<file path="config.mk">
export PLATFORM = sky130hd
export DESIGN_NAME = mod12_syndnc
export DESIGN_NICKNAME = d
export VERILOG_FILES = /design/src/rtl/mod12_dnc_pkg.sv /design/src/rtl/mod12_dnc_prescaler.sv /design/src/rtl/mod12_syndnc.sv
export SDC_FILE = /design/constraint.sdc
export NUM_CORES = 1
export LEC_CHECK = 0
export ABC_AREA = 1
export CAP_MARGIN = 10
export CORE_AREA = 5 5 42 44
export DETAILED_ROUTE_END_ITERATION = 6
export DIE_AREA = 0 0 47 49
export PLACE_DENSITY = 0.67
export SYNTH_ARGS = -nofsm -noshare
export SYNTH_HDL_FRONTEND = slang
export SYNTH_HIERARCHICAL = 1
export SYNTH_SLANG_ARGS = --single-unit
</file>
<file path="constraint.sdc">
create_clock -name clk -period 1.8 [get_ports clk]
set_input_delay 0.27 -clock clk [delete_from_list [all_inputs] [get_ports clk]]
set_output_delay 0.27 -clock clk [all_outputs]
set_load 0.05 [all_outputs]
</file>
<file path="src/rtl/mod12_dnc_pkg.sv">
// Shared types and helpers for the loadable MOD-N down counter.
package mod12_dnc_pkg;

  localparam int unsigned DEF_MOD = 12;
  localparam int unsigned DEF_W   = 4;

  typedef enum logic [1:0] {
    IDLE = 2'd0,
    RUN  = 2'd1,
    DONE = 2'd2
  } state_e;

  // Clamp a load value into the legal count range 0..modv-1.
  function automatic int unsigned sat(input int unsigned v, input int unsigned modv);
    return (v > modv - 1) ? modv - 1 : v;
  endfunction

endpackage

</file>
<file path="src/rtl/mod12_dnc_prescaler.sv">
// Enabled-cycle prescaler: asserts step on every PRESCALE-th enabled cycle.
module mod12_dnc_prescaler #(
  parameter int unsigned PRESCALE = 4
) (
  input  logic clk,
  input  logic rst_n,
  input  logic clr_i,
  input  logic en_i,
  output logic step_o
);

  localparam int unsigned CW = (PRESCALE > 2) ? $clog2(PRESCALE) : 1;
  localparam logic [CW-1:0] LAST = CW'(PRESCALE - 1);

  logic [CW-1:0] cnt_q, cnt_d;

  // step is not masked by clr so a load on a terminal cycle still shows tc.
  assign step_o = en_i & (cnt_q == LAST);

  always_comb begin
    cnt_d = cnt_q;
    if (clr_i)     cnt_d = '0;
    else if (en_i) cnt_d = step_o ? '0 : cnt_q + CW'(1);
  end

  always_ff @(posedge clk or negedge rst_n) begin
    if (!rst_n) cnt_q <= '0;
    else        cnt_q <= cnt_d;
  end

endmodule

</file>
<file path="src/rtl/mod12_syndnc.sv">
// Loadable MOD-N synchronous down counter with cascade borrow (tc) and one-shot stop.
// Define MOD12_DNC_PRESCALE_EN to divide count steps by PRESCALE enabled cycles.
module mod12_syndnc
  import mod12_dnc_pkg::*;
#(
  parameter int unsigned MOD      = DEF_MOD,
  parameter int unsigned W        = DEF_W,
  parameter int unsigned PRESCALE = 4
) (
  input  logic         clk,
  input  logic         rst_n,
  input  logic         load_i,
  input  logic [W-1:0] in_i,
  input  logic         en_i,
  input  logic         oneshot_i,
  output logic [W-1:0] out_o,
  output logic         tc_o,
  output logic         done_o,
  output logic         running_o
);

  localparam logic [W-1:0] MAXV = W'(MOD - 1);

  if (MOD < 2 || W > 31 || MOD > (32'd1 << W) || PRESCALE < 2) begin : g_param_chk
    $error("mod12_syndnc: illegal MOD/W/PRESCALE combination");
  end

  state_e       state_q, state_d;
  logic [W-1:0] out_q, out_d;
  logic         done_q, done_d, running_q, running_d;
  logic         step, in_run, at_zero;

  assign in_run  = (state_q == RUN);
  assign at_zero = (out_q == '0);

`ifdef MOD12_DNC_PRESCALE_EN
  mod12_dnc_prescaler #(.PRESCALE(PRESCALE)) u_prescaler (
    .clk    (clk),
    .rst_n  (rst_n),
    .clr_i  (load_i | ~in_run),
    .en_i   (en_i & in_run),
    .step_o (step)
  );
`else
  assign step = en_i;
`endif

  assign tc_o = in_run & step & at_zero;

  // Next-state logic: load wins over any count event.
  always_comb begin
    state_d = state_q;
    if (load_i)                                     state_d = RUN;
    else if (in_run && step && at_zero && oneshot_i) state_d = DONE;
  end

  always_comb begin
    out_d = out_q;
    if (load_i)                out_d = W'(sat(32'(in_i), MOD));
    else if (in_run && step) begin
      if (!at_zero)            out_d = out_q - W'(1);
      else if (!oneshot_i)     out_d = MAXV;
    end
  end

  // Flag outputs are registered alongside the state they describe.
  always_comb begin
    done_d    = (state_d == DONE);
    running_d = (state_d == RUN);
  end

  always_ff @(posedge clk or negedge rst_n) begin
    if (!rst_n) begin
      state_q   <= IDLE;
      out_q     <= '0;
      done_q    <= 1'b0;
      running_q <= 1'b0;
    end else begin
      state_q   <= state_d;
      out_q     <= out_d;
      done_q    <= done_d;
      running_q <= running_d;
    end
  end

  assign out_o     = out_q;
  assign done_o    = done_q;
  assign running_o = running_q;

endmodule

</file>
# After elaboration in Yosys (flattened, before gate mapping)
# Cells that the tools add are included.
# totals
register_bits,8
elab_cells,25
# classes
addsub,1
order_cmp,1
n_eq_ne,4
n_mux,7
bitwise_logic,2
reduce_logical,6
# ops
op,n
4-bit 2-to-1 mux,5
"2-bit by 1-bit equality test with 1-bit output, second input constant",2
"4-bit > comparator, second input constant",1
4-bit zero test,1
2-bit 2-to-1 mux,2
"4-bit by 1-bit subtractor with 4-bit output, second input constant",1
1-bit logical AND,3
"3-bit != test, second input constant",1
1-bit AND,2
"2-bit equality test, second input constant",1
2-bit AND reduction,1
2-bit nonzero test,1

# Logic depth before layout (Yosys ltp)
# Gate-level depths: netlist of the first run.
# depth
word_depth,7
mapped_depth,8

# Worst setup path after synthesis of the first run
# Ideal clock, no wire load.
# synth_timing
path_kind,register -> register
start,"register out_q[0], in the netlist out_o[0]"
end,"register running_q, in the netlist running_o"
arrival_time_ns,1.568
required_time_ns,1.670
slack_ns,0.102
stages_incl_launch_ff,8
path_cell_list,dfrtp_1 -> inv_1 -> ha_1 -> nand2_2 -> nor2_4 -> nand2_2 -> nand2_2 -> o21ai_0
# synth_between
elab_chain_cells,6
# synth_rtl
element,line,rtl
from (decl),mod12_syndnc.sv:29,"logic [W-1:0] out_q, out_d;"
from (signal assigned),mod12_syndnc.sv:80,out_q <= out_d;
4-bit zero test,mod12_syndnc.sv:34,assign at_zero = (out_q == '0);
1-bit logical AND (2 in series),mod12_syndnc.sv:54,else if (in_run && step && at_zero && oneshot_i) state_d = DONE;
2-bit 2-to-1 mux,mod12_syndnc.sv:54,
2-bit 2-to-1 mux,mod12_syndnc.sv:53,if (load_i) state_d = RUN;
2-bit by 1-bit equality test with 1-bit output,mod12_syndnc.sv:69,running_d = (state_d == RUN);
net running_d,mod12_syndnc.sv:30,"logic done_q, done_d, running_q, running_d;"
to (signal assigned),mod12_syndnc.sv:82,running_q <= running_d;
to (decl),mod12_syndnc.sv:30,
# The timed path passes the listed nets, and every way through them passes these cells.
# A chain may end at the register's enable or synchronous reset.

# Worst setup path after layout of the first run
# layout_timing
start,"register out_q[0], in the netlist out_o[0]"
end,output tc_o
# layout_between
elab_chain_cells,2
# layout_rtl
element,line,rtl
4-bit zero test,mod12_syndnc.sv:34,
1-bit AND,mod12_syndnc.sv:48,assign tc_o = in_run & step & at_zero;
to (decl),mod12_syndnc.sv:17,"output logic tc_o,"
# Every way passes these cells.

==> summary.txt, run 1 <==
Synth
  • Gate Count Post-Synth: 63
  • Library cells used by synthesis: 18
  • Synth warn: 6
  • Seq/Total Area, Yosys: 40.5%
  • Synth Area per Inst: 7.84 um^2
  • Post-synthesis net count: between 70 and 80
  • Synth Cell Area: around 500 um^2
  • Yosys reg bits: 8

Layout
  • Layout area overhead: 39.0%
  • Share of layout cells above drive strength 1: 27.2%
  • Ant. Diodes: 0
  • Most common cell after layout, fill and taps aside: nand2_1
  • Nets@finish: 94
  • Commonest non-fill, non-tap cells in the layout: nand2_1, clkdlybuf4s50_1, dfrtp_1

Clocking
  • TritonCTS buffer count: 3
  • Setup bufs post-CTS: 0
  • # H-tree levels: 1
  • Hold Buf Count CTS: 0
  • Buffer depth of the longest clock path: 2
  • CTS tree: done
  • Clk sink count: 8
  • Clock transition at path regs: around 0.050 ns
  • Post-CTS sizing: 0
  • CTS Root Cell: clkbuf_4
  • Clk_lat worst skew: roughly 0.25 ns

Outcome
  • Status: finished, final reports clean

Global routing
  • M3 GR Usage: 2.95%
  • Vias in the first global route: 432
  • Global-route wire length before repair: 1.71 mm
  • Grt total ovfl: 0
  • Initial antenna violation count: 0
  • Met2 Use GR: 14.7%
  • Busiest layer in global routing: met2
  • GRT Total Usage: 10.1%
  • Largest net degree at the start of global routing: 10
  • GR Layer Usage met1: 12.2%

Hold path
  • Min-Delay Path Class: in -> async

Floorplan
  • Core area: 1400 um^2
  • Boundary Pins: 16
  • Initial Utilization: 35.3%
  • Rows: 14
  • Die height: 49 um
  • Die Width: about 47 um
  • Die area: 2300 um^2

Power
  • Comb power frac: ~45%
  • P_leak: around 0.35 nW
  • Final Power: 0.000668 W
  • Power Dens Cells: 973 nW/um^2
  • Int Power: between 0.0003 and 0.0004 W
  • Clock Power Share: 19.8%
  • Worst vdd ir: 461 uV
  • Sequential power share: a little over a third
  • Switching Share: roughly two fifths
  • Reported net switching power: approximately 0.00028 W

Detailed routing
  • Vias/cell: 4.80
  • Total Wirelength: 984 um
  • DR DRC count: 0
  • Post-route ant nets: 0
  • Vias: approximately 470
  • Avg WL per Cell: 10.1 um
  • Pre-Repair DR Iteration Count: 4
  • DRT iter0 DRCs: 5

Worst setup path
  • Critical path peak fanout: 4
  • Startpoint Class: flop
  • WS Path Type: reg -> out
  • Slowest stage delay, CP: 0.41 ns
  • Critical path's slowest cell: dfrtp_1
  • Levels on crit path: 5
  • Worst setup EP type: output port
  • FF-to-FF path depth: 8
  • Buf/Inv on CP: 2
  • Worst EP arrival: between 1 and 1.5 ns
  • Critical path's top delay family: flip-flops
  • CP required: 1.53 ns
  • CP cell instances: inv_1, ha_1, nand2_2, nor2_4, buf_12

Place
  • Placer Congestion: 0.736
  • I/O Buffers: 15
  • Detail Placement HPWL: 824 um

STA
  • # setup viols final: 0
  • Period utilisation layout: 94.4%
  • Fmax: ~600 MHz
  • Worst slew pin tran: between 0.4 and 0.5 ns
  • RSZ-0062 raised after global routing: false
  • Rel. slew slack: 67.1%
  • Max-slew violations: 0
  • Skew final: 0.00343 ns
  • Min Tclk post-route: 1.70 ns
  • Setup TNS: 0 ns
  • Hold Fails Final Rpt: 0

Job
  • MaxCap Viol Count: 0
## registers in the layout, indices dropped and copies added (netlist names)
register   cells
done_o         1
out_o          4
running_o      1
state_q        2
## cell type report
class                           instances  area [um^2]
Sequential cell                         8          200
Timing Repair Buffer                   15          150
Inverter                               10         38.8
Fill cell                             149          714
Tap cell                               16         20.0
Clock buffer                            3         22.5
Multi-Input combinational cell         45          255
## synthesized netlist by cell type (all sizes together)
master / n / area share, %
nand3b: 1 / 1.5
nand3: 9 / 11
o21ai: 3 / 3.0
nor2: 7 / 7.8
ha: 2 / 5.1
nand2: 20 / 18
a22oi: 1 / 1.5
o21bai: 2 / 3.8
clkinv: 1 / 1.0
inv: 9 / 6.8
dfrtp: 8 / 41
## metal layers
layer / share of wire [%] / vias up
met5: 0 / -
met4: 2.3 / 0
met3: 7.5 / 4
met2: 47 / 15
met1: 43 / 211
li1: - / 236
## cell families after synthesis
logic type,synth area share [%]
compound gates,8.35
fa+ha+maj,5.06
buf+inv,7.85
flops,40.5
simple gates,38.2
## final timing paths
| check | start | end | slack (ns) |
|---|---|---|---|
| max | out_o[0]$_DFFE_PN0P_ | tc_o | 0.10 |
| min | rst_n | state_q[0]$_DFF_PN0_ | 0.29 |
| max reg2reg | out_o[0]$_DFFE_PN0P_ | done_o$_DFF_PN0_ | 0.43 |
| min reg2reg | out_o[0]$_DFFE_PN0P_ | out_o[0]$_DFFE_PN0P_ | 0.54 |
| max in group asynchronous | rst_n | running_o$_DFF_PN0_ | 1.26 |
| min in group clk | out_o[0]$_DFFE_PN0P_ | out_o[0]$_DFFE_PN0P_ | 0.54 |
## power groups by stage
stage | Combinational, W | Sequential [W] | Clock, W
after floorplan | 0.000130 | 0.000314 | 0
after global placement | 0.000300 | 0.000238 | 0
after detailed placement | 0.000303 | 0.000238 | 0
after CTS | 0.000304 | 0.000236 | 0.000138
after global routing | 0.000328 | 0.000240 | 0.000148
final | 0.000300 | 0.000236 | 0.000132
## stage by stage
| stage | hold WS (ns) | instance area [um^2] | cells | util [%] | setup WS [ns] |
|---|---|---|---|---|---|
| 2_1_floorplan | -0.0256 | 494 | 63 | - | 0.102 |
| 3_3_place_gp | 0.532 | 664 | 94 | 47.4 | 0.344 |
| 3_5_place_dp | 0.526 | 664 | 94 | 47.4 | 0.333 |
| 4_1_cts | 0.291 | 687 | 97 | 49.0 | 0.0867 |
| 5_1_grt | 0.317 | 687 | 97 | 49.0 | 0.0231 |
| 6_report | 0.290 | 687 | 97 | 49.0 | 0.101 |
Power figures use the tool's default switching activity.
==> run 2, diff against run 1 <==
--- a/config.mk
+++ b/config.mk
@@ -6,7 +6,6 @@
 export NUM_CORES = 1
 export LEC_CHECK = 0
 export ABC_AREA = 1
-export CAP_MARGIN = 10
 export CORE_AREA = 5 5 42 44
 export DETAILED_ROUTE_END_ITERATION = 6
 export DIE_AREA = 0 0 47 49
==> results of run 2 <==
Final layout, timing and power as in run 1 (identical DEF).
